## src/rtl/lfsr_prng_if.sv

```systemverilog
// Output word stream of the LFSR generator: valid/ready handshake carrying one
// pseudo-random word per transfer.
interface lfsr_prng_if #(
    parameter int WIDTH = 64
);
    logic             out_valid;
    logic             out_ready;
    logic [WIDTH-1:0] out_data;

    modport master (
        output out_valid,
        output out_data,
        input  out_ready
    );

    modport slave (
        input  out_valid,
        input  out_data,
        output out_ready
    );
endinterface

```

## src/rtl/lfsr_prng.sv

```systemverilog
// Fibonacci LFSR word generator: STEPS_PER_WORD shifts per delivered word,
// seed reload with all-ones lock-up correction and an accepted-word counter.
module lfsr_prng #(
    parameter int               WIDTH          = 64,
    parameter logic [WIDTH-1:0] TAPS           = 64'hD800_0000_0000_0000,
    parameter int               STEPS_PER_WORD = 1,
    parameter logic [WIDTH-1:0] RESET_SEED     = '0,
    parameter int               CNT_W          = 32
) (
    input  logic               clk,
    input  logic               rst_n,
    input  logic               seed_load_i,
    input  logic [WIDTH-1:0]   seed_i,
    input  logic               enable_i,
    output logic               lockup_fix_o,
    output logic [CNT_W-1:0]   word_count_o,
    lfsr_prng_if.master        out_if
);

    localparam int SC_W = (STEPS_PER_WORD > 1) ? $clog2(STEPS_PER_WORD) : 1;
    localparam logic [SC_W-1:0] LAST_STEP = SC_W'(STEPS_PER_WORD - 1);

    if (WIDTH < 3) begin : g_bad_width
        $error("lfsr_prng: WIDTH must be >= 3");
    end
    if (STEPS_PER_WORD < 1) begin : g_bad_steps
        $error("lfsr_prng: STEPS_PER_WORD must be >= 1");
    end
    if (RESET_SEED == {WIDTH{1'b1}}) begin : g_bad_seed
        $error("lfsr_prng: RESET_SEED must not be the all-ones lock-up state");
    end
    if (TAPS == '0) begin : g_bad_taps
        $error("lfsr_prng: TAPS must select at least one bit");
    end

    typedef enum logic [1:0] {IDLE, GEN, HOLD} fsm_t;

    fsm_t             fsm_q;
    logic [WIDTH-1:0] lfsr_q;
    logic [WIDTH-1:0] out_data_q;
    logic             out_valid_q;
    logic             lockup_fix_q;
    logic [SC_W-1:0]  step_cnt_q;
    logic [CNT_W-1:0] word_count_q;

    logic             fb_d;
    logic [WIDTH-1:0] lfsr_step_d;
    logic             seed_lock_d;
    logic [WIDTH-1:0] seed_fixed_d;
    logic             handshake_d;

    // XNOR feedback makes all-ones (not zero) the single lock-up state.
    assign fb_d         = ~^(lfsr_q & TAPS);
    assign lfsr_step_d  = {lfsr_q[WIDTH-2:0], fb_d};
    assign seed_lock_d  = &seed_i;
    assign seed_fixed_d = seed_lock_d ? {seed_i[WIDTH-1:1], 1'b0} : seed_i;
    assign handshake_d  = out_valid_q && out_if.out_ready;

    always_ff @(posedge clk or negedge rst_n) begin
        if (!rst_n) begin
            fsm_q        <= IDLE;
            lfsr_q       <= RESET_SEED;
            out_data_q   <= '0;
            out_valid_q  <= 1'b0;
            lockup_fix_q <= 1'b0;
            step_cnt_q   <= '0;
            word_count_q <= '0;
        end else begin
            lockup_fix_q <= 1'b0;
            // A handshake coinciding with seed_load still delivers its word.
            if (handshake_d) begin
                word_count_q <= word_count_q + CNT_W'(1);
            end
            if (seed_load_i) begin
                lfsr_q       <= seed_fixed_d;
                lockup_fix_q <= seed_lock_d;
                fsm_q        <= IDLE;
                step_cnt_q   <= '0;
                out_valid_q  <= 1'b0;
            end else begin
                case (fsm_q)
                    IDLE: begin
                        if (enable_i) begin
                            fsm_q      <= GEN;
                            step_cnt_q <= '0;
                        end
                    end
                    GEN: begin
                        if (enable_i) begin
                            lfsr_q <= lfsr_step_d;
                            if (step_cnt_q == LAST_STEP) begin
                                out_data_q  <= lfsr_step_d;
                                out_valid_q <= 1'b1;
                                step_cnt_q  <= '0;
                                fsm_q       <= HOLD;
                            end else begin
                                step_cnt_q <= step_cnt_q + SC_W'(1);
                            end
                        end
                    end
                    HOLD: begin
                        if (handshake_d) begin
                            out_valid_q <= 1'b0;
                            fsm_q       <= enable_i ? GEN : IDLE;
                        end
                    end
                    default: fsm_q <= IDLE;
                endcase
            end
        end
    end

    assign out_if.out_valid = out_valid_q;
    assign out_if.out_data  = out_data_q;
    assign lockup_fix_o     = lockup_fix_q;
    assign word_count_o     = word_count_q;

endmodule

```

## src/flat_wrapper.sv

```systemverilog
// flat-port wrapper written by rule: the top's interface ports become plain ports
module lfsr_prng_flat 
#(
    parameter int               WIDTH          = 64,
    parameter logic [WIDTH-1:0] TAPS           = 64'hD800_0000_0000_0000,
    parameter int               STEPS_PER_WORD = 1,
    parameter logic [WIDTH-1:0] RESET_SEED     = '0,
    parameter int               CNT_W          = 32
)
  (clk, rst_n, seed_load_i, seed_i, enable_i, lockup_fix_o, word_count_o, out_if_out_valid, out_if_out_data, out_if_out_ready);
  lfsr_prng_if #(.WIDTH(WIDTH)) out_if_i ();
  input  logic clk;
  input  logic rst_n;
  input  logic seed_load_i;
  input  logic [WIDTH-1:0] seed_i;
  input  logic enable_i;
  output logic lockup_fix_o;
  output logic [CNT_W-1:0] word_count_o;
  output wire logic [$bits(out_if_i.out_valid)-1:0] out_if_out_valid;
  output wire logic [$bits(out_if_i.out_data)-1:0] out_if_out_data;
  input wire logic [$bits(out_if_i.out_ready)-1:0] out_if_out_ready;
  assign out_if_out_valid = out_if_i.out_valid;
  assign out_if_out_data = out_if_i.out_data;
  assign out_if_i.out_ready = out_if_out_ready;
  lfsr_prng #(.WIDTH(WIDTH), .TAPS(TAPS), .STEPS_PER_WORD(STEPS_PER_WORD), .RESET_SEED(RESET_SEED), .CNT_W(CNT_W)) u_core (.clk(clk), .rst_n(rst_n), .seed_load_i(seed_load_i), .seed_i(seed_i), .enable_i(enable_i), .lockup_fix_o(lockup_fix_o), .word_count_o(word_count_o), .out_if(out_if_i));
endmodule
```

## config.mk

```make
export PLATFORM = sky130hd
export DESIGN_NAME = lfsr_prng_flat
export DESIGN_NICKNAME = d
export VERILOG_FILES = /design/src/rtl/lfsr_prng_if.sv /design/src/rtl/lfsr_prng.sv /design/src/flat_wrapper.sv
export SDC_FILE = /design/constraint.sdc
export NUM_CORES = 1
export LEC_CHECK = 0
export CORE_ASPECT_RATIO = 1.75
export CORE_MARGIN = 5
export CORE_UTILIZATION = 45
export DETAILED_ROUTE_END_ITERATION = 8
export PLACE_DENSITY = 0.73
export REMOVE_ABC_BUFFERS = 1
export SLEW_MARGIN = 0
export SYNTH_ARGS = -nofsm -noshare
export SYNTH_HDL_FRONTEND = slang
export SYNTH_SLANG_ARGS = --single-unit
```

## constraint.sdc

```tcl
create_clock -name clk -period 1.5 [get_ports clk]
set_clock_uncertainty 0.05 [all_clocks]
set_input_delay 0.3 -clock clk [delete_from_list [all_inputs] [get_ports clk]]
set_output_delay 0.3 -clock clk [all_outputs]
set_load 0.02 [all_outputs]
```

==> results.txt <==
fmax - 590 MHz
chip width - 105 um
post-synthesis cell type count - 30
combinational fraction of design power - 27.3%
crit path capture type - register
Synth Instances - 579
IO Count - 167
DR pass1 iterations - 5
min-delay src - seed_i[16]
Hold Path Sink - u_core.lfsr_q[16]
WP data arrival - 1.95 ns
RePlAce Congestion - 0.841
Lkg Pwr - 0.00539 uW
Congestion Overflow GR - 0
total track usage - 22.8%
Initial Util - 45.7%
DRC Markers - 0
final cell count without fillers - 1,037
syn avg cell area - 12.2 um^2
initial antenna violation count - 0
number of CTS-inserted buffers - 17
cell with the most instances after synthesis - dfrtp_1
status - complete, but fails checks
max_slew headroom - 69.1%
initial DRC count - 223
FF/Latch Area - 0.00411 mm^2
HP Class - in -> reg
Diodes inserted - 0
H-tree depth - 4
root buf cell - clkbuf_16
fin area - 0.0108 mm^2
flops & latches, synth - 164
multi-input logic area - 0.00314 mm^2
IO buf count - 166
layout cell share with drive strength beyond 1 - 34.9%
pin count of the biggest net entering global routing - 69
Setup Crit Path Kind - reg -> reg
fin. max-slew vios - 0
Die Span Y - 175 um
post-DP HPWL - 13.6 mm
vias in the first global route - 6,059
Power Total - 14,400 uW
most frequent cells after synthesis - dfrtp_1, nand2_1, mux2i_1, o21ai_0, mux2_2
Layout fillers - 1,067
async set or reset register ratio after synthesis - 100%
Final setup viols - 129
Total Wirelength - 21.6 mm
CTS tree - built
final worst slack - -0.196 ns
crit path time final - 1.70 ns
R2R setup slack - -0.20 ns
final hold violations - 0
Avg WL per Cell - 20.9 um
unrepaired setup endpoints after global routing - yes
total number of yosys warnings - 0
placed cells - 960
Post-synth EDFFs - 0
switching pwr - 4340 uW
global-route wire length before repair - 32.8 mm
Synth area leaders - dfrtp_1, mux2_2, mux2i_1
crit-path max FO - 7
TritonCTS Sinks - 164
Cell Area, Synth - 0.00704 mm^2
pwr dens - 1340 mW/mm^2
clock-pin slew of the registers on the worst-case setup and hold paths - 0.06 ns
final worst path period share - 113%
placed inst area - 0.00931 mm^2
reg2reg start - u_core.fsm_q[1]
Clock Path Buffers - 2
R2R cell count - 7
worst hold stages - 3
Vias/cell - 5.48
core area - 0.0154 mm^2
Seq/Total Area, Yosys - 58.3%
DR vias - 5,680
top cell type's share of synthesized area - 58.3%
area of the die - 0.0183 mm^2
Sequential Power Share - 40.9%
Tightest Pin Transition - 0.460 ns
Clk network pwr share - 31.8%
failing checks - setup timing
switching share of total power - 30.1%
Max-Cap Viols - 0
Worst R2R End - u_core.lfsr_q[12]
ys flop type - dfrtp_1
Internal - 10,100 uW
Final #Nets - 909
row count - 60
Routed Antenna Nets - 0
Clk Latency, worst-skew pair - 0.42 ns
startpoint class of the critical path - register
critical path data required time - 1.75 ns
worst vdd ir - 0.838 mV
P&R area growth vs syn - 53.0%
Yosys top cell by area - dfrtp_1
final cells by class:
class | instances | share of cell area [%]
clock inverters | 9 | 1.32
flip-flops and latches | 164 | 38.2
well taps | 186 | 2.16
clock buffers | 22 | 4.50
multi-input cells | 383 | 29.2
inverters | 4 | 0.139
repair buffers | 269 | 24.6
worst max-delay path, stage by stage (launching register included):
cell       delay [ns]
dfrtp_1          0.41
nor2b_4          0.17
nand2_4          0.08
buf_4            0.16
buf_12           0.14
bufbuf_16        0.28
mux2i_2          0.21
o21ai_1          0.09
power by group through the flow:
stage | combinational (uW) | clock, uW | sequential [uW]
floorplan | 931 | 0 | 6540
global placement | 3700 | 0 | 5880
detailed placement | 3790 | 0 | 5920
CTS | 3800 | 4640 | 5840
global route | 4170 | 4860 | 5980
finish | 3940 | 4600 | 5900
metrics by stage:
stage | setup slack, ns | setup TNS [ns] | hold slack (ns) | utilization [%]
after floorplan | -3.63 | -335.14 | -0.0456 | -
after global placement | -0.793 | -77.08 | 0.187 | 60.5
after detailed placement | -0.785 | -83.97 | 0.199 | 60.5
after CTS | -0.188 | -11.99 | 0.180 | 68.9
after global routing | -0.269 | -20.12 | 0.0954 | 70.0
final | -0.196 | -11.84 | 0.0900 | 70.0
flip-flops by register name, summed over array words and instances (netlist names):
signal                   cells
u_core.fsm_q                 2
u_core.lfsr_q               64
u_core.lockup_fix_o          1
u_core.out_if.out_data      64
u_core.out_if.out_valid      1
u_core.word_count_o         32
placed cells by master, fill, tap and decap left out, types with 10 or more instances in the layout:
cell type and count:
buf_12 10, buf_4 67, buf_6 20, clkbuf_16 20, clkbuf_2 38, clkdlybuf4s15_1 32
clkdlybuf4s15_2 15, clkdlybuf4s50_1 36, dfrtp_1 159, dlygate4sd2_1 22, mux2_2 10, mux2_4 55
mux2i_1 57, nand2_1 78, nand4_1 27, o21ai_0 27, o21ai_1 37, xnor2_1 28
per-layer routing:
metal,global-route usage [%],part of all wire [%]
met1,25.1,36
met2,41.9,56
met3,5.37,5.1
met4,8.86,2.9
met5,0,0
repair_timing:
item                                   CTS  global route
hold buffers                             1             0
endpoints found under the hold margin   32             0
buffers inserted                        22            16
gates resized for setup                317           161
pin swaps                               21            24
setup endpoints to repair              235           230
gates cloned                             9             4
how the worst max path moves through the flow:
stage / start / endpoint / slack [ns] / depth (start not counted)
after floorplan: u_core.fsm_q[1] / u_core.out_if.out_data[0] / -3.63 / 4
after global placement: seed_i[11] / u_core.lfsr_q[0] / -0.79 / 6
after detailed placement: seed_i[11] / u_core.lfsr_q[0] / -0.78 / 6
after CTS: u_core.fsm_q[1] / u_core.out_if.out_data[53] / -0.19 / 7
after global routing: u_core.fsm_q[1] / u_core.lfsr_q[45] / -0.27 / 8
final: u_core.fsm_q[1] / u_core.lfsr_q[12] / -0.20 / 7
cell families (layout without fill, tap and decap cells):
group                    after synthesis  count (layout)  synth area share (%)
AO/OA/AOI/OAI                         68              68                  4.91
XOR/XNOR                              34              34                  4.23
multiplexers                         129             129                  19.5
buffers and inverters                 32             304                  2.12
flip-flops                           164             164                  58.3
adder cells (fa/ha/maj)                1               1                 0.178
AND/OR/NAND/NOR                      151             151                  10.7
No activity file was read; power rests on OpenSTA's default activity.
